## src/rtl/systolic_out_reader_if.sv

```systemverilog
// ---------------------------------------------------------------------------
// systolic_out_reader_if
// Valid/ready beat stream from the output-buffer reader toward the
// post-processing / requantization stage.
//   m_data     : one beat of a buffer row (beat 0 = least significant columns)
//   m_valid    : beat present; never withdrawn before its handshake
//   m_ready    : consumer accepts the beat when high together with m_valid
//   m_row_last : final beat of a buffer row
//   m_last     : final beat of the whole drain
// Modports: master = reader side, slave = consumer side.
// ---------------------------------------------------------------------------
interface systolic_out_reader_if #(
    parameter int BEAT_WIDTH = 256
);
    logic [BEAT_WIDTH-1:0] m_data;
    logic                  m_valid;
    logic                  m_ready;
    logic                  m_row_last;
    logic                  m_last;

    modport master (
        output m_data,
        output m_valid,
        output m_row_last,
        output m_last,
        input  m_ready
    );

    modport slave (
        input  m_data,
        input  m_valid,
        input  m_row_last,
        input  m_last,
        output m_ready
    );
endinterface

```

## src/rtl/systolic_out_reader.sv

```systemverilog
// ---------------------------------------------------------------------------
// systolic_out_reader
// Drains rows 0..num_rows-1 of the registered-read systolic output buffer and
// sends each row as BEATS beats of BEAT_WIDTH bits over a valid/ready stream.
// Ports:
//   clk, rst           : rising-edge clock, synchronous active-high reset
//   start, num_rows    : drain request and row count (sampled in IDLE only)
//   rd_addr_outbuffer  : registered read address into the output buffer
//   rd_data_outbuffer  : buffer row, valid one cycle after its address
//   strm (master)      : m_data / m_valid / m_ready / m_row_last / m_last
//   busy               : drain in progress
//   done               : one-cycle pulse after the final handshake
//   error              : one-cycle pulse for start with an illegal num_rows
// ---------------------------------------------------------------------------
module systolic_out_reader #(
    parameter int DATAWIDTH_output = 32,
    parameter int N_SIZE           = 32,
    parameter int ADDR_WIDTH       = 10,
    parameter int DEPTH            = 543,
    parameter int BEAT_WIDTH       = 256
) (
    input  logic                                 clk,
    input  logic                                 rst,
    input  logic                                 start,
    input  logic [ADDR_WIDTH-1:0]                num_rows,
    output logic [ADDR_WIDTH-1:0]                rd_addr_outbuffer,
    input  logic [N_SIZE*DATAWIDTH_output-1:0]   rd_data_outbuffer,
    systolic_out_reader_if.master                strm,
    output logic                                 busy,
    output logic                                 done,
    output logic                                 error
);

    localparam int ROW_WIDTH = N_SIZE * DATAWIDTH_output;
    localparam int BEATS     = ROW_WIDTH / BEAT_WIDTH;
    localparam int BI_W      = (BEATS > 1) ? $clog2(BEATS) : 1;

    localparam logic [BI_W-1:0]       LAST_BEAT = BI_W'(BEATS - 1);
    localparam logic [BI_W-1:0]       BEAT_ONE  = BI_W'(1);
    localparam logic [ADDR_WIDTH-1:0] DEPTH_A   = ADDR_WIDTH'(DEPTH);
    localparam logic [ADDR_WIDTH-1:0] ADDR_ONE  = ADDR_WIDTH'(1);
    localparam logic [ADDR_WIDTH-1:0] ADDR_ZERO = ADDR_WIDTH'(0);

    typedef enum logic [1:0] {
        IDLE    = 2'd0,
        ISSUE   = 2'd1,
        CAPTURE = 2'd2,
        STREAM  = 2'd3
    } state_t;

    state_t                  state_r;
    logic [ADDR_WIDTH-1:0]   row_cnt_r;
    logic [ADDR_WIDTH-1:0]   rows_q_r;
    logic [BI_W-1:0]         beat_r;
    logic [ROW_WIDTH-1:0]    row_reg_r;
    logic [ADDR_WIDTH-1:0]   rd_addr_r;
    logic [BEAT_WIDTH-1:0]   m_data_r;
    logic                    m_valid_r;
    logic                    m_row_last_r;
    logic                    m_last_r;
    logic                    busy_r;
    logic                    done_r;
    logic                    error_r;

    logic                    last_row_s;
    logic [BI_W-1:0]         beat_nxt_s;
    logic                    start_legal_s;

    // Selects beat idx of a row; beat 0 holds the lowest columns.
    function automatic logic [BEAT_WIDTH-1:0] beat_slice(
        input logic [ROW_WIDTH-1:0] row,
        input logic [BI_W-1:0]      idx
    );
        logic [BEAT_WIDTH-1:0] sel;
        sel = '0;
        for (int i = 0; i < BEATS; i++) begin
            sel = (idx == BI_W'(i)) ? row[i*BEAT_WIDTH +: BEAT_WIDTH] : sel;
        end
        return sel;
    endfunction

    assign last_row_s    = (row_cnt_r == (rows_q_r - ADDR_ONE));
    assign beat_nxt_s    = beat_r + BEAT_ONE;
    assign start_legal_s = (num_rows != ADDR_ZERO) && (num_rows <= DEPTH_A);

    // Drain FSM; every output is driven from a register updated here so the
    // stream is stable while stalled and zero whenever m_valid is low.
    always_ff @(posedge clk) begin
        if (rst) begin
            state_r      <= IDLE;
            row_cnt_r    <= '0;
            rows_q_r     <= '0;
            beat_r       <= '0;
            row_reg_r    <= '0;
            rd_addr_r    <= '0;
            m_data_r     <= '0;
            m_valid_r    <= 1'b0;
            m_row_last_r <= 1'b0;
            m_last_r     <= 1'b0;
            busy_r       <= 1'b0;
            done_r       <= 1'b0;
            error_r      <= 1'b0;
        end else begin
            done_r  <= 1'b0;
            error_r <= 1'b0;
            case (state_r)
                IDLE: begin
                    if (start && start_legal_s) begin
                        rows_q_r  <= num_rows;
                        row_cnt_r <= '0;
                        rd_addr_r <= '0;
                        busy_r    <= 1'b1;
                        state_r   <= ISSUE;
                    end else if (start) begin
                        error_r <= 1'b1;
                    end else begin
                        state_r <= IDLE;
                    end
                end
                ISSUE: begin
                    // Buffer registers mem[row_cnt] at the end of this cycle.
                    state_r <= CAPTURE;
                end
                CAPTURE: begin
                    row_reg_r    <= rd_data_outbuffer;
                    beat_r       <= '0;
                    m_valid_r    <= 1'b1;
                    m_data_r     <= beat_slice(rd_data_outbuffer, BI_W'(0));
                    m_row_last_r <= (LAST_BEAT == BI_W'(0));
                    m_last_r     <= (LAST_BEAT == BI_W'(0)) && last_row_s;
                    state_r      <= STREAM;
                end
                STREAM: begin
                    if (m_valid_r && strm.m_ready) begin
                        if (beat_r != LAST_BEAT) begin
                            beat_r       <= beat_nxt_s;
                            m_data_r     <= beat_slice(row_reg_r, beat_nxt_s);
                            m_row_last_r <= (beat_nxt_s == LAST_BEAT);
                            m_last_r     <= (beat_nxt_s == LAST_BEAT) && last_row_s;
                        end else begin
                            m_valid_r    <= 1'b0;
                            m_data_r     <= '0;
                            m_row_last_r <= 1'b0;
                            m_last_r     <= 1'b0;
                            if (last_row_s) begin
                                busy_r  <= 1'b0;
                                done_r  <= 1'b1;
                                state_r <= IDLE;
                            end else begin
                                row_cnt_r <= row_cnt_r + ADDR_ONE;
                                rd_addr_r <= row_cnt_r + ADDR_ONE;
                                state_r   <= ISSUE;
                            end
                        end
                    end else begin
                        state_r <= STREAM;
                    end
                end
                default: begin
                    state_r      <= IDLE;
                    m_valid_r    <= 1'b0;
                    m_data_r     <= '0;
                    m_row_last_r <= 1'b0;
                    m_last_r     <= 1'b0;
                    busy_r       <= 1'b0;
                end
            endcase
        end
    end

    assign rd_addr_outbuffer = rd_addr_r;
    assign strm.m_data       = m_data_r;
    assign strm.m_valid      = m_valid_r;
    assign strm.m_row_last   = m_row_last_r;
    assign strm.m_last       = m_last_r;
    assign busy              = busy_r;
    assign done              = done_r;
    assign error             = error_r;

endmodule

```

## src/flat_wrapper.sv

```systemverilog
// flat-port wrapper written by rule: the top's interface ports become plain ports
module systolic_out_reader_flat 
#(
    parameter int DATAWIDTH_output = 32,
    parameter int N_SIZE           = 32,
    parameter int ADDR_WIDTH       = 10,
    parameter int DEPTH            = 543,
    parameter int BEAT_WIDTH       = 256
)
  (clk, rst, start, num_rows, rd_addr_outbuffer, rd_data_outbuffer, busy, done, error, strm_m_data, strm_m_valid, strm_m_row_last, strm_m_last, strm_m_ready);
  systolic_out_reader_if #(.BEAT_WIDTH(BEAT_WIDTH)) strm_i ();
  input  logic clk;
  input  logic rst;
  input  logic start;
  input  logic [ADDR_WIDTH-1:0] num_rows;
  output logic [ADDR_WIDTH-1:0] rd_addr_outbuffer;
  input  logic [N_SIZE*DATAWIDTH_output-1:0] rd_data_outbuffer;
  output logic busy;
  output logic done;
  output logic error;
  output wire logic [$bits(strm_i.m_data)-1:0] strm_m_data;
  output wire logic [$bits(strm_i.m_valid)-1:0] strm_m_valid;
  output wire logic [$bits(strm_i.m_row_last)-1:0] strm_m_row_last;
  output wire logic [$bits(strm_i.m_last)-1:0] strm_m_last;
  input wire logic [$bits(strm_i.m_ready)-1:0] strm_m_ready;
  assign strm_m_data = strm_i.m_data;
  assign strm_m_valid = strm_i.m_valid;
  assign strm_m_row_last = strm_i.m_row_last;
  assign strm_m_last = strm_i.m_last;
  assign strm_i.m_ready = strm_m_ready;
  systolic_out_reader #(.DATAWIDTH_output(DATAWIDTH_output), .N_SIZE(N_SIZE), .ADDR_WIDTH(ADDR_WIDTH), .DEPTH(DEPTH), .BEAT_WIDTH(BEAT_WIDTH)) u_core (.clk(clk), .rst(rst), .start(start), .num_rows(num_rows), .rd_addr_outbuffer(rd_addr_outbuffer), .rd_data_outbuffer(rd_data_outbuffer), .strm(strm_i), .busy(busy), .done(done), .error(error));
endmodule
```

## config.mk

```make
export PLATFORM = sky130hd
export DESIGN_NAME = systolic_out_reader_flat
export DESIGN_NICKNAME = d
export VERILOG_FILES = /design/src/rtl/systolic_out_reader_if.sv /design/src/rtl/systolic_out_reader.sv /design/src/flat_wrapper.sv
export SDC_FILE = /design/constraint.sdc
export NUM_CORES = 2
export LEC_CHECK = 0
export CAP_MARGIN = 20
export CORE_AREA = 2 2 504 506
export CTS_BUF_LIST = sky130_fd_sc_hd__clkbuf_4 sky130_fd_sc_hd__clkbuf_8 sky130_fd_sc_hd__clkbuf_16
export DETAILED_ROUTE_END_ITERATION = 8
export DIE_AREA = 0 0 506 508
export GPL_TIMING_DRIVEN = 1
export SLEW_MARGIN = 20
export SYNTH_ARGS = -nofsm -noshare
export SYNTH_HDL_FRONTEND = slang
export SYNTH_SLANG_ARGS = --single-unit
```

## constraint.sdc

```tcl
create_clock -name clk -period 2.33 [get_ports clk]
set_input_delay 0.699 -clock clk [delete_from_list [all_inputs] [get_ports clk]]
set_output_delay 0.699 -clock clk [all_outputs]
set_load 0.03 [all_outputs]
```

==> flow_metrics.tcl <==
set metrics [dict create \
    io-pin-count 1310 \
    worst_ep_required_time_ns 2.97 \
    route.detailed.vias_per_inst 4.72 \
    reg2reg_slack_ns -0.15 \
    synth_fp_nets 7704 \
    detail_route.iter0.violations 4972 \
    total_power_w 0.0670 \
    cp.arrival_ns 3.11 \
    inst_count_dp 11100 \
    synth_top_area_share_pct 47.2 \
    grt_setup_unrepaired "yes" \
    layoutNonFillerInstCount 11500 \
    area.growth.synth_to_final_pct 44.5 \
    htree_levels 4 \
    cts-root-to-sink-buffers 3 \
    hpwl_mm 224 \
    fin_worst_setup_slack_ns -0.146 \
    min_to "u_core.row_reg_r[0]" \
    die_footprint_mm2 0.257 \
    skew_ns 0.0842 \
    primary_ff_master_synth "dfxtp_1" \
    power_density_mw_per_mm2 835 \
    via_count 54200 \
    cts_inserted_buffers 155 \
    cts_tree "built" \
    grt_pass1_vias 51300 \
    maxSlewViolCount 0 \
    ys_warn_count 0 \
    syn-mean-instance-area_um2 8.34 \
    hold_viol_final 0 \
    synth.ff_latch_count 1310 \
    violations "negative setup slack" \
    floorplan.initialDensity_pct 22.0 \
    firstDrtPassIters 6 \
    groute.usage.overall_pct 21.4 \
    crit_path_start_kind "register" \
    layout.area.seq_mm2 0.0262 \
    core-area_mm2 0.252 \
    antenna_found_initial 187 \
    period_needed_ns 2.48 \
    finalWirelength_mm 290 \
    cts.sink_count 1310 \
    timing.max_cap.violations 0 \
    timing.final.setup_violations 14 \
    grt-ovfl-total 0 \
    filler_cell_count 26200 \
    worst_setup_path_end_kind "register" \
    crit-reg2reg-launch "u_core.rows_q_r[1]" \
    post_cts_hold_buffer_count 0 \
    multi_input_area_mm2 0.0274 \
    chipHeight_um 508 \
    std_cell_rows 185 \
    grt_first_pass_wirelength_mm 397 \
    worst_skew_late_latency_ns 0.84 \
    worst-path-max-fanout 3 \
    clk_root_buffer_cell "clkbuf_16" \
    max_slew.worst_pin.slew_ns 0.768 \
    cell_type_with_the_highest_aggregate_area_in_the_netlist "dfxtp_1" \
    post_route_cells_drive_above_1_share_pct 10.9 \
    synth_seq_area_share_pct 47.2 \
    ir_drop_v 0.000718 \
    finalNetCount 8933 \
    ant_nets 0 \
    die_width_um 506 \
    achievable-frequency_ghz 0.404 \
    post-route-period-util_pct 106 \
    holdCritPathClass "in -> reg" \
    regToRegEndpoint "u_core.state_r[0]" \
    min_from "rst" \
    rr_worst_depth 10 \
    outcome "complete, but fails checks" \
    number_of_enable_flip_flop_cells_after_synthesis 0 \
    asyncSetResetFlopFracSynth_pct 0 \
    syn_inst 6654 \
    number_of_stages_on_the_worst_hold_path 2 \
    syn-cell-area_mm2 0.0555 \
    ys_top_cells_by_area "dfxtp_1, mux2i_1, nor2_1" \
    remaining_drc_errors 0 \
    cts.clk_slew.worst_paths_ns 0.06 \
    synth.distinct_cells 52 \
    grt_max_degree 105 \
    port_buffers 1309 \
    leakage_nw 26.9 \
    slew_headroom_pct 48.8 \
    critical_setup_path_class "reg -> reg" \
    place_congestion 0.942 \
    wire_per_inst_um 25.3 \
]
## metal layers
metal	GRT usage [%]	share of wire [%]	vias up
met5	0	0.22	-
met4	9.99	4.7	98
met3	9.69	12	551
met2	32.3	43	2356
met1	25.9	40	26100
li1	-	-	25100
## Yosys cell counts (all sizes together), types with 6 or more instances
| cell | count |
|---|---|
| inv | 12 |
| nand4 | 8 |
| buf | 100 |
| nand2b | 6 |
| xor2 | 6 |
| a311oi | 251 |
| dfxtp | 1310 |
| or3 | 10 |
| ha | 12 |
| clkbuf | 448 |
| nand3 | 10 |
| nand2 | 1032 |
| nor2b | 7 |
| o21ai | 523 |
| nor3 | 9 |
| a21oi | 277 |
| mux2i | 1035 |
| nor2 | 1555 |
## layout by cell type (no fill, tap or decap), drive strengths merged, types with 10 or more instances in the layout
| cell | n |
|---|---|
| mux2i | 1035 |
| clkbuf | 242 |
| nor2 | 1555 |
| nand3 | 10 |
| a21oi | 277 |
| ha | 12 |
| clkinv | 39 |
| clkdlybuf4s15 | 122 |
| dfxtp | 1310 |
| inv | 15 |
| buf | 431 |
| clkdlybuf4s50 | 1036 |
| or3 | 10 |
| dlygate4sd2 | 16 |
| o21ai | 523 |
| a311oi | 251 |
| nand2 | 1032 |
| diode | 100 |
## report_power, final
group,total (W),internal [W],switching [W]
clock,0.0257,0.0148,0.0109
sequential,0.0264,0.0248,0.00156
combinational,0.0150,0.00657,0.00841
total,0.0670,0.0461,0.0209
## area by class of cell
type / instances / area share [%]
Clock inverter: 48 / 0.956
Clock buffer: 232 / 5.86
Sequential cell: 1310 / 32.7
Timing Repair Buffer: 1617 / 20.7
Multi-Input combinational cell: 4787 / 34.2
Antenna cell: 100 / 0.312
Inverter: 12 / 0.0561
Tap cell: 3366 / 5.25
## worst max-delay path: stages (launching register included)
cell and delay [ns]:
dfxtp_2 0.33, inv_2 0.07, ha_4 0.13, or4b_4 0.49, or4_1 0.42, o211a_1 0.18, o41ai_4 0.07, buf_4 0.20
nand2_4 0.07, o311ai_4 0.25, a21oi_2 0.10
## stage by stage
step           TNS [ns]  hold slack [ns]  worst slack (ns)  utilization [%]  cell area [um^2]
4_1_cts          -0.789            0.262            -0.140             31.7             80000
3_5_place_dp     -76.03            0.463            -0.706             29.4             74300
2_1_floorplan    -0.190            0.448           -0.0315                -             55500
5_1_grt           -4.53            0.311            -0.225             31.8             80200
3_3_place_gp     -74.58            0.455            -0.700             29.4             74300
6_report          -1.31            0.371            -0.146             31.8             80200
## how the worst max path moves through the flow
| stage | startpoint | end |
|---|---|---|
| after floorplan | num_rows[5] | u_core.row_cnt_r[5] |
| after global placement | num_rows[9] | u_core.row_cnt_r[9] |
| after detailed placement | num_rows[5] | u_core.rows_q_r[0] |
| after CTS | u_core.rows_q_r[1] | u_core.state_r[0] |
| after global routing | u_core.rows_q_r[1] | u_core.row_cnt_r[7] |
| final | u_core.rows_q_r[1] | u_core.state_r[0] |
## cells by family after synthesis
family,after synthesis,share of synthesized area [%]
flops,1310,47.2
simple gates,2658,18.3
xor+xnor,9,0.142
mux,1036,18.7
compound gates,1069,11.5
fa+ha+maj,12,0.270
buf+inv,560,3.82
## flip-flops by register name, indices dropped and copies added (netlist names)
signal                  cells
u_core.row_cnt_r           10
u_core.strm.m_data        256
u_core.rows_q_r            10
u_core.strm.m_valid         1
u_core.error                1
u_core.row_reg_r         1024
u_core.busy                 1
u_core.beat_r               2
u_core.strm.m_row_last      1
u_core.done                 1
u_core.state_r              2
u_core.strm.m_last          1
## timing repair
action / CTS / global route
gates resized for setup: 526 / 38
endpoints found under the hold margin: 0 / 0
endpoints found under the setup margin: 221 / 151
pin swaps: 11 / 5
buffers inserted: 6 / 2
cloned: 4 / 0
Power figures use the tool's default switching activity.
